==> src/rtl/duck_hunt_pkg.sv <==
// duck_hunt_pkg
//   Shared types and default parameter values for the light-gun hit detector.
//   gun_state_t : shot sequencing states of zapper_hit_detector.
//   DEF_*       : default values for the detector parameters.
package duck_hunt_pkg;

   typedef enum logic [2:0] {
      IDLE,
      ARMED,
      BLACK_WIN,
      WHITE_WIN,
      REPORT,
      WAIT_RELEASE
   } gun_state_t;

   localparam int unsigned DEF_DEBOUNCE_CYCLES = 250000;
   localparam int unsigned DEF_SETTLE_CYCLES   = 1600;
   localparam int unsigned DEF_LIGHT_MIN       = 64;
   localparam int unsigned DEF_DARK_MAX        = 16;
   localparam int unsigned DEF_CNT_W           = 20;

endpackage

==> src/rtl/zapper_hit_detector_trigger_debouncer.sv <==
// trigger_debouncer
//   Two-flop synchronizer plus stability counter for the gun trigger switch.
//   Ports:
//     clk_i    in   clock
//     reset_i  in   synchronous active-high reset
//     raw_i    in   asynchronous, bouncy trigger switch
//     level_o  out  debounced level (registered)
//     rise_o   out  high in the cycle whose clock edge raises level_o
//     fall_o   out  high in the cycle whose clock edge lowers level_o
module trigger_debouncer
   import duck_hunt_pkg::*;
#(
   parameter int unsigned DEBOUNCE_CYCLES = DEF_DEBOUNCE_CYCLES,
   parameter int unsigned CNT_W           = DEF_CNT_W
) (
   input  logic clk_i,
   input  logic reset_i,
   input  logic raw_i,
   output logic level_o,
   output logic rise_o,
   output logic fall_o
);

   localparam logic [CNT_W-1:0] CNT_LAST = CNT_W'(DEBOUNCE_CYCLES - 1);

   logic             sync1_q, sync2_q;
   logic             level_q, level_d;
   logic [CNT_W-1:0] cnt_q, cnt_d;

   // Any sample that agrees with the current level restarts the count; the
   // DEBOUNCE_CYCLES-th consecutive disagreeing sample flips the level.
   always_comb begin
      cnt_d   = '0;
      level_d = level_q;
      if (sync2_q != level_q) begin
         if (cnt_q == CNT_LAST) begin
            level_d = ~level_q;
         end else begin
            cnt_d = cnt_q + 1'b1;
         end
      end
   end

   always_ff @(posedge clk_i) begin
      if (reset_i) begin
         sync1_q <= 1'b0;
         sync2_q <= 1'b0;
         level_q <= 1'b0;
         cnt_q   <= '0;
      end else begin
         sync1_q <= raw_i;
         sync2_q <= sync1_q;
         level_q <= level_d;
         cnt_q   <= cnt_d;
      end
   end

   assign level_o = level_q;
   assign rise_o  = level_d & ~level_q;
   assign fall_o  = ~level_d & level_q;

endmodule

==> src/rtl/zapper_hit_detector.sv <==
// zapper_hit_detector
//   Gun-side timing for the black-frame / white-frame flash test. Debounces
//   the trigger, then counts photodiode light samples in one black and one
//   white frame window and reports one hit or miss per shot.
//   Ports:
//     clk          in   pixel clock (shared with VGA timing / pattern logic)
//     reset        in   synchronous active-high reset
//     frame_start  in   1-clk pulse at the start of each frame
//     trigger_raw  in   asynchronous, bouncy trigger switch
//     light_raw    in   asynchronous photodiode comparator, 1 = light
//     trigger      out  debounced trigger level, feeds the pattern generator
//     busy         out  high while ARMED or inside a flash window
//     hit          out  1-clk pulse when the shot scores
//     miss         out  1-clk pulse when the shot fails
module zapper_hit_detector
   import duck_hunt_pkg::*;
#(
   parameter int unsigned DEBOUNCE_CYCLES = DEF_DEBOUNCE_CYCLES,
   parameter int unsigned SETTLE_CYCLES   = DEF_SETTLE_CYCLES,
   parameter int unsigned LIGHT_MIN       = DEF_LIGHT_MIN,
   parameter int unsigned DARK_MAX        = DEF_DARK_MAX,
   parameter int unsigned CNT_W           = DEF_CNT_W
) (
   input  logic clk,
   input  logic reset,
   input  logic frame_start,
   input  logic trigger_raw,
   input  logic light_raw,
   output logic trigger,
   output logic busy,
   output logic hit,
   output logic miss
);

   localparam logic [CNT_W-1:0] SETTLE_LIM = CNT_W'(SETTLE_CYCLES);
   localparam logic [CNT_W-1:0] LIGHT_LIM  = CNT_W'(LIGHT_MIN);
   localparam logic [CNT_W-1:0] DARK_LIM   = CNT_W'(DARK_MAX);

   function automatic logic [CNT_W-1:0] sat_inc(input logic [CNT_W-1:0] v);
      return (v == '1) ? v : v + 1'b1;
   endfunction

   logic trig_level, trig_rise, trig_fall;

   trigger_debouncer #(
      .DEBOUNCE_CYCLES (DEBOUNCE_CYCLES),
      .CNT_W           (CNT_W)
   ) u_debouncer (
      .clk_i   (clk),
      .reset_i (reset),
      .raw_i   (trigger_raw),
      .level_o (trig_level),
      .rise_o  (trig_rise),
      .fall_o  (trig_fall)
   );

   logic             light_s1_q, light_s2_q;
   gun_state_t       state_q, state_d;
   logic [CNT_W-1:0] settle_q, settle_d;
   logic [CNT_W-1:0] dark_q, dark_d;
   logic [CNT_W-1:0] lit_q, lit_d;
   logic             sample_ok;
   logic             pass;

   // The frame_start edge closing a window still contributes its sample, so a
   // window of N clocks yields N - SETTLE_CYCLES counted samples.
   assign sample_ok = (settle_q == SETTLE_LIM);
   assign pass      = (lit_q >= LIGHT_LIM) && (dark_q <= DARK_LIM);

   always_comb begin
      state_d  = state_q;
      settle_d = settle_q;
      dark_d   = dark_q;
      lit_d    = lit_q;

      if (frame_start) begin
         settle_d = '0;
      end else if (!sample_ok) begin
         settle_d = settle_q + 1'b1;
      end

      case (state_q)
         IDLE: begin
            if (trig_rise) state_d = ARMED;
         end
         ARMED: begin
            if (frame_start) begin
               if (trig_level) begin
                  state_d = BLACK_WIN;
                  dark_d  = '0;
               end else begin
                  state_d = IDLE;
               end
            end else if (!trig_level) begin
               state_d = IDLE;
            end
         end
         BLACK_WIN: begin
            if (sample_ok && light_s2_q) dark_d = sat_inc(dark_q);
            if (frame_start) begin
               state_d = WHITE_WIN;
               lit_d   = '0;
            end
         end
         WHITE_WIN: begin
            if (sample_ok && light_s2_q) lit_d = sat_inc(lit_q);
            if (frame_start) state_d = REPORT;
         end
         REPORT: begin
            state_d = WAIT_RELEASE;
         end
         WAIT_RELEASE: begin
            if (!trig_level) state_d = IDLE;
         end
         default: begin
            state_d = IDLE;
         end
      endcase
   end

   always_ff @(posedge clk) begin
      if (reset) begin
         light_s1_q <= 1'b0;
         light_s2_q <= 1'b0;
         state_q    <= IDLE;
         settle_q   <= '0;
         dark_q     <= '0;
         lit_q      <= '0;
      end else begin
         light_s1_q <= light_raw;
         light_s2_q <= light_s1_q;
         state_q    <= state_d;
         settle_q   <= settle_d;
         dark_q     <= dark_d;
         lit_q      <= lit_d;
      end
   end

   assign trigger = trig_level;
   assign busy    = (state_q == ARMED) || (state_q == BLACK_WIN) || (state_q == WHITE_WIN);
   assign hit     = (state_q == REPORT) && pass;
   assign miss    = (state_q == REPORT) && !pass;

endmodule

==> config.mk <==
export PLATFORM = sky130hd
export DESIGN_NAME = zapper_hit_detector
export DESIGN_NICKNAME = d
export VERILOG_FILES = /design/src/rtl/duck_hunt_pkg.sv /design/src/rtl/zapper_hit_detector_trigger_debouncer.sv /design/src/rtl/zapper_hit_detector.sv
export SDC_FILE = /design/constraint.sdc
export NUM_CORES = 1
export LEC_CHECK = 0
export CORE_AREA = 2 2 102 104
export DETAILED_ROUTE_END_ITERATION = 12
export DIE_AREA = 0 0 104 106
export SYNTH_ARGS = -nofsm -noshare
export SYNTH_HDL_FRONTEND = slang
export SYNTH_SLANG_ARGS = --single-unit
==> constraint.sdc <==
create_clock -name clk -period 2.55 [get_ports clk]
set_input_delay 0.51 -clock clk [delete_from_list [all_inputs] [get_ports clk]]
set_output_delay 0.51 -clock clk [all_outputs]
set_load 0.01 [all_outputs]
==> results of run 1 <==
==> cell type report <==
type | instances | share of cell area (%)
Timing Repair Buffer | 24 | 4.145
Clock inverter | 6 | 1.030
Tap cell | 136 | 3.502
Inverter | 14 | 1.081
Multi-Input combinational cell | 407 | 51.13
Clock buffer | 10 | 2.832
Sequential cell | 88 | 36.28
==> metrics by stage <==
step | setup WS (ns) | cell area, um^2
floorplan | 0.4349 | 4378
global placement | 0.1654 | 4663
detailed placement | 0.1557 | 4663
CTS | 0.02192 | 4857
global route | 0.03927 | 4860
finish | 0.2083 | 4860
==> worst max path at each step <==
stage                      from         end  slack (ns)  cells past startpoint
floorplan           settle_q[0]  dark_q[10]        0.43                      9
global placement    settle_q[0]  dark_q[17]        0.17                      9
detailed placement  settle_q[0]  dark_q[10]        0.16                      9
CTS                    lit_q[6]        miss        0.02                      4
global route        settle_q[0]  dark_q[17]        0.04                      9
finish              settle_q[0]  dark_q[10]        0.21                      9
==> power by group through the flow <==
stage | logic [uW] | registers, uW | clock network (uW)
finish | 53.0 | 1380 | 946
global route | 59.0 | 1380 | 1040
CTS | 54.0 | 1380 | 988
detailed placement | 53.7 | 1410 | 0
global placement | 53.6 | 1410 | 0
floorplan | 33.2 | 1410 | 0
==> per-layer routing <==
layer	vias up	wire length [um]	track usage [%]
met4	0	147	6.660
met1	1737	4518	22.78
met5	-	0	0
met3	14	281	3.679
li1	1917	-	-
met2	45	4374	30.22
==> cells by family after synthesis <==
family          Yosys count  synth area share (%)
compound gates           85                 12.49
xor+xnor                 41                 8.202
fa+ha+maj                 7                 2.000
buf+inv                  34                 3.144
flops                    88                 40.24
mux                       3                0.6859
simple gates            271                 33.24
==> registers in the layout, indices dropped and copies added, names as in the netlist <==
name / cells
lit_q: 20
u_debouncer.level_o: 1
light_s2_q: 1
u_debouncer.cnt_q: 20
u_debouncer.sync2_q: 1
light_s1_q: 1
settle_q: 20
u_debouncer.sync1_q: 1
dark_q: 20
state_q: 3
==> worst max-delay path, delay by kind of cell, from the launching register on <==
kind | cells | cell delay, ns
compound gates | 3 | 0.82
flops | 1 | 0.37
fa+ha+maj | 1 | 0.16
buf+inv | 2 | 0.29
simple gates | 3 | 0.63
==> cell usage in the layout, fill, tap and decap left out, types with 4 or more instances in the layout <==
cell type / count
nor2b_1: 11
o211ai_1: 4
inv_1: 14
clkdlybuf4s50_1: 6
clkbuf_8: 10
o21ai_0: 22
nor3_1: 10
xnor2_1: 15
nand3_1: 43
nand2_1: 37
nand4_1: 16
a21oi_1: 29
ha_1: 7
and3_1: 15
a311oi_1: 5
nor4_1: 7
dfxtp_1: 87
nor2_1: 79
or4_1: 8
o31ai_1: 5
or3_1: 12
and4_1: 8
a31oi_1: 5
xor2_1: 26
buf_4: 16
or2_2: 4
==> repair_timing <==
item,4_1_cts,5_1_grt
gates resized for setup,3,1
setup endpoints to repair,2,3
hold buffers,0,0
pin swaps,1,2
==> implementation parameters, run 1 <==
Parameter                              Value

Status
  Run status    finished clean

Detailed routing
  Vias per cell    5.420
  Initial drt markers    175
  Routed length per placed instance    about 14 um
  Drt drc    0
  Number of vias after detailed routing    around 3700
  Antenna viol nets, final    0
  Wire length after detailed routing    9321 um
  First-pass iteration count of the detailed router    4

CTS
  Clock latency at the later pin of the worst-skew pair    between 0.3 and 0.4 ns
  CTS tree    built
  Clock root buffer    clkbuf_8
  TritonCTS sink count    88
  Maximum root-to-sink buffer count    2
  Number of H-tree levels    3
  Clock transition at the registers of the reported paths    0.10 ns
  Post-CTS setup buffer count    0
  CTS buffer count    9

Setup path
  Data arrival time of the critical path    approximately 2.6 ns
  Critical Path Slowest Stage Cell    a311oi_4
  Startpoint of the worst-slack reg-to-reg timing path    settle_q[0]
  Worst-path cell chain    inv_1 > ha_1 > nor4b_4 > nand4_2 > a311oi_4 > and2_1 > buf_4 > a41oi_1 > a311oi_2
  Crit path capture type    flop
  Crit Path Max Fanout    11
  Worst setup path category    reg -> reg
  Crit Reg-Reg Endpoint    dark_q[10]
  R2r worst-path depth    9
  CP startpoint kind    flop
  Register-to-register path setup slack    0.21 ns
  Required time of the worst setup path    2.85 ns
  Peak per-stage delay on the critical path    0.43 ns

Pwr
  Combinational share of power    under 10%
  Share of power burned in the clock network    about two fifths
  Internal power component    between 1500 and 2000 uW
  Net switching power of the design    588.9 uW
  Sequential Power Share    58.0%
  Worst ir drop on vdd    0.2553 mV
  Leakage dissipation    0.001608 uW
  Pwr dens    between 400 and 500 nW/um^2
  Post-layout power    2381 uW
  Net switching share of the total power    24.73%

STA
  Count of final max-slew check failures    0
  Final clock skew    0.01222 ns
  Fin crit share    91.83%
  Hold_ws    around 0.45 ns
  Slew @ Worst Pin    0.6567 ns
  Number of failing hold endpoints at the final stage    0
  Tightest slew margin relative to the limit    ~56%
  Fmax    427.0 MHz
  Setup TNS Final    0 ns
  Final setup violation count    0
  Setup repair after global routing missed its margin    false
  Crit path time final    2.342 ns

Logic synthesis
  Number of different library cells in the post-synthesis netlist    51
  Share of the synthesized area in the top cell type    40.24%
  Synth Register Bits    88
  Netlist area before placement    approximately 4400 um^2
  Synth Net Count    541
  Cell type with the largest total area after synthesis    dfxtp_1
  Mean cell area of the mapped netlist    about 8.3 um^2
  Top area cells in the synthesized netlist    dfxtp_1, nor2_1, xor2_1
  Most used DFF post-synth    dfxtp_1
  Count of flip-flops with a built-in enable after synthesis    0
  Share of synthesized area occupied by flip-flops and latches    just over 40%
  Ranking of synthesized cells by instance count    dfxtp_1, nor2_1, nand3_1
  Cell with the most instances after synthesis    dfxtp_1
  Total of warnings raised by yosys    0
  Synthesized instance count    529
  Share of synthesized flip-flops with an asynchronous set or reset    0%

GRT
  Maximum number of pins on one net before global-route repair    21
  Combined global-route utilization of all metal layers    17.95%
  Antenna violations before repair    0
  Vias in the first global route    around 3500
  Global-route wire length before repair    16280 um
  Total gr overflow    0

Die
  Die Footprint    11020 um^2
  Core Rows    37
  Horizontal die dimension    approximately 100 um
  Initial cell density of the core    43.78%
  Die boundary height    between 100 and 150 um
  Core box area    10000 um^2
  Number of top-level design ports    9

Final layout
  Count of antenna diodes in the layout    0
  Area added between synthesis and finish    11.00%
  Number of inserted filler cells in the final layout    1026
  Footprint of the multi-input gates    2485 um^2
  Fraction of final layout cells with drive strength greater than 1    about a tenth
  End-of-flow core utilization    between 40 and 50%
  Sequential Area    1763 um^2
  Filler-free cell count of the finished design    685
  Number of nets in the layout    between 500 and 600

Min path
  Startpoint of the worst hold path    u_debouncer.cnt_q[0]
  Worst-case hold path end point    u_debouncer.cnt_q[0]
  Cell depth of the worst hold path    1
  Class of the most critical hold timing path    reg -> reg

Placement
  Port bufs    8
  HPWL after DPL    6547 um
  RePlAce Congestion    0.8355
  Cell Count Post-Placement    669

Flow run
  Number of max-cap violations    0
No activity file was read; power rests on OpenSTA's default activity.
==> run 2, diff against run 1 <==
CORE_AREA = 2 2 89 91   (was 2 2 102 104)
DIE_AREA = 0 0 91 93   (was 0 0 104 106)
PLACE_DENSITY = 0.76   (was default)
==> run 2 against run 1 <==
Net effect:
- power increased by 1.3%
- worst setup slack got worse by 0.12 ns
- flip-flop and latch count unchanged
- clock power increased by 3.8%
- final cell count decreased by 5.7%
- utilization increased by 15 points
- register-to-register slack about the same
==> implementation parameters, run 2 (synthesis gave the netlist of run 1 again) <==
Parameter                              Value

Setup path
  Crit Path Max Fanout    6 (-5)
  Worst-path cell chain    nor4_2 > nand4_1 > a31oi_1 > clkdlybuf4s50_1
  Crit path capture type    primary output
  Critical Path Slowest Stage Cell    clkdlybuf4s50_1
  Register-to-register path setup slack    0.20 ns (about the same)
  Data arrival time of the critical path    1.95 ns (-0.69 ns)
  Worst setup path category    reg -> out
  Worst path depth    4 (-5)
  R2r worst-path depth    8 (-1)
  Timing endpoint of the critical path    miss
  Peak per-stage delay on the critical path    0.56 ns (+0.13 ns)
  Startpoint of the worst-slack reg-to-reg timing path    settle_q[0]
  Worst Path Buf+Inv    1 (-1)
  Largest delay share family, worst path    buffers and inverters
  Crit Reg-Reg Endpoint    dark_q[17]
  CP startpoint kind    flop
  Required time of the worst setup path    2.04 ns (-0.81 ns)
  Setup crit start    lit_q[6]

Final layout
  Most used cells in the layout excluding fill and tap cells    dfxtp_1, nor2_1, nand3_1
  Area added between synthesis and finish    9.974%
  Fraction of final layout cells with drive strength greater than 1    9.559% (+0.087 points)
  Most frequent standard cell in the layout excluding fill and tap cells    dfxtp_1
  Number of inserted filler cells in the final layout    675 (-34%)
  Layout Cell Area excl Fill    4815 um^2 (-0.93%)
  Count of antenna diodes in the layout    0 (unchanged)
  Number of nets in the layout    551 (-0.90%)

CTS
  Clock transition at the registers of the reported paths    0.09 ns (about the same)
  TritonCTS sink count    88 (unchanged)
  Post-CTS setup buffer count    0 (unchanged)
  Number of H-tree levels    3 (unchanged)
  CTS hold repair buffers    0 (unchanged)
  Maximum root-to-sink buffer count    2 (unchanged)
  Clock root buffer    clkbuf_8
  Clock latency at the later pin of the worst-skew pair    0.36 ns (-0.02 ns)
  CTS tree    built
  CTS buffer count    9 (unchanged)

Die
  Horizontal die dimension    91 um (-13%)
  Die Footprint    8463 um^2 (-23%)
  Initial cell density of the core    58.16% (+14 points)
  Die boundary height    93 um (-12%)
  Number of top-level design ports    9 (unchanged)
  Core box area    7527 um^2 (-25%)
  Core Rows    32 (-14%)

GRT
  Total gr overflow    0 (unchanged)
  Antenna violations before repair    0 (unchanged)
  Vias in the first global route    3441 (-1.6%)
  Maximum number of pins on one net before global-route repair    31 (+48%)
  Global-route wire length before repair    15340 um (-5.8%)
  Combined global-route utilization of all metal layers    21.83% (+3.9 points)

STA
  Setup repair after global routing missed its margin    false
  Number of failing hold endpoints at the final stage    0 (unchanged)
  Fmax    406.6 MHz (-4.8%)
  Slew @ Worst Pin    0.6443 ns (-0.01249 ns)
  Crit path time final    2.460 ns (+0.1178 ns)
  Final clock skew    0.01747 ns (+0.005255 ns)
  Setup TNS Final    0 ns (unchanged)
  Fin crit share    96.45% (+4.6 points)
  Tightest slew margin relative to the limit    57.05% (+0.83 points)
  Final setup violation count    0 (unchanged)
  Count of final max-slew check failures    0 (unchanged)

Pwr
  Pwr dens    501.2 nW/um^2 (+2.3%)
  Worst ir drop on vdd    0.3242 mV (+27%)
  Leakage dissipation    0.001587 uW (-1.3%)

Placement
  Instance area at placement    4583 um^2 (-1.7%)
  RePlAce Congestion    0.8318 (-0.44%)
  Port bufs    8 (unchanged)
  HPWL after DPL    6310 um (-3.6%)

Detailed routing
  Routed length per placed instance    13.85 um (+1.8%)
  Vias per cell    5.827 (+7.5%)
  First-pass iteration count of the detailed router    4 (unchanged)
  Wire length after detailed routing    8946 um (-4.0%)
  Drt drc    0 (unchanged)
  Number of vias after detailed routing    3764 (+1.4%)
  Antenna viol nets, final    0 (unchanged)
  Initial drt markers    187 (+6.9%)

Min path
  Startpoint of the worst hold path    u_debouncer.sync1_q
  Class of the most critical hold timing path    reg -> reg
  Cell depth of the worst hold path    1 (unchanged)

Status
  Run status    finished clean

Flow run
  Number of max-cap violations    0 (unchanged)
## run 2: changes by cell type in the layout (fill, tap and decap cells not counted), sizes merged
cell / previous run / this run
buf: 16 / 11
bufinv: 0 / 1
clkdlybuf4s50: 6 / 7
clkinv: 1 / 4
clkinvlp: 2 / 0
dlymetal6s2s: 1 / 0
inv: 17 / 15
## run 2: what timing repair did
item | CTS | global route
resized for setup | 3 | 5
pin swaps | 1 | 0
setup endpoints to repair | 1 | 7
cloned | 0 | 0
## run 2: area by class of cell
class / count / area, um^2 / share of cell area (%)
tap: 102 / 127.6 / 2.651
inverter: 14 / 52.55 / 1.091
multi-input combinational: 407 / 2506 / 52.05
clock inverter: 6 / 66.31 / 1.377
sequential: 88 / 1763 / 36.62
clock buffer: 10 / 137.6 / 2.859
timing repair buffer: 19 / 161.4 / 3.352
## run 2: worst reg2reg max path: stages (launching register included)
cell and delay, ns:
dfxtp_1 0.36, inv_1 0.11, ha_1 0.15, nor4b_4 0.22
nand4_2 0.18, a311oi_4 0.46, and2_2 0.36, a41oi_1 0.14
a311oi_1 0.26
## run 2: through the flow
stage	utilization, %	cells	power [uW]	hold slack, ns	setup WS (ns)
2_1_floorplan	-	529	1446	0.4132	0.4349
4_1_cts	63.68	646	2439	0.4556	0.02886
5_1_grt	63.96	646	2504	0.4618	0.001132
6_report	63.96	646	2413	0.4512	0.09048
3_5_place_dp	60.89	630	1464	0.4478	0.1266
3_3_place_gp	60.89	630	1463	0.4263	0.2046
## run 2: layer usage
layer / routed length, um / global-route usage [%] / share of wire (%) / up-vias
met1: 4204 / 28.32 / 47 / 1754
met5: 0 / 0 / 0 / -
met2: 4191 / 36.23 / 47 / 83
li1: - / - / - / 1911
met4: 180 / 7.828 / 2.0 / 0
met3: 370 / 4.512 / 4.1 / 16
## run 2: report_power, final
part | internal (uW) | switching, uW | leakage (uW)
Sequential | 1380 | 4.16 | 0.000710
Clock | 483 | 499 | 0.000107
Combinational | 18.7 | 30.5 | 0.000770
## run 2: worst min-delay path by stage
stage,to,slack [ns]
after floorplan,u_debouncer.cnt_q[0],0.41
after global placement,u_debouncer.cnt_q[0],0.43
after detailed placement,u_debouncer.cnt_q[0],0.45
after CTS,u_debouncer.sync2_q,0.46
after global routing,u_debouncer.sync2_q,0.46
final,u_debouncer.sync2_q,0.45
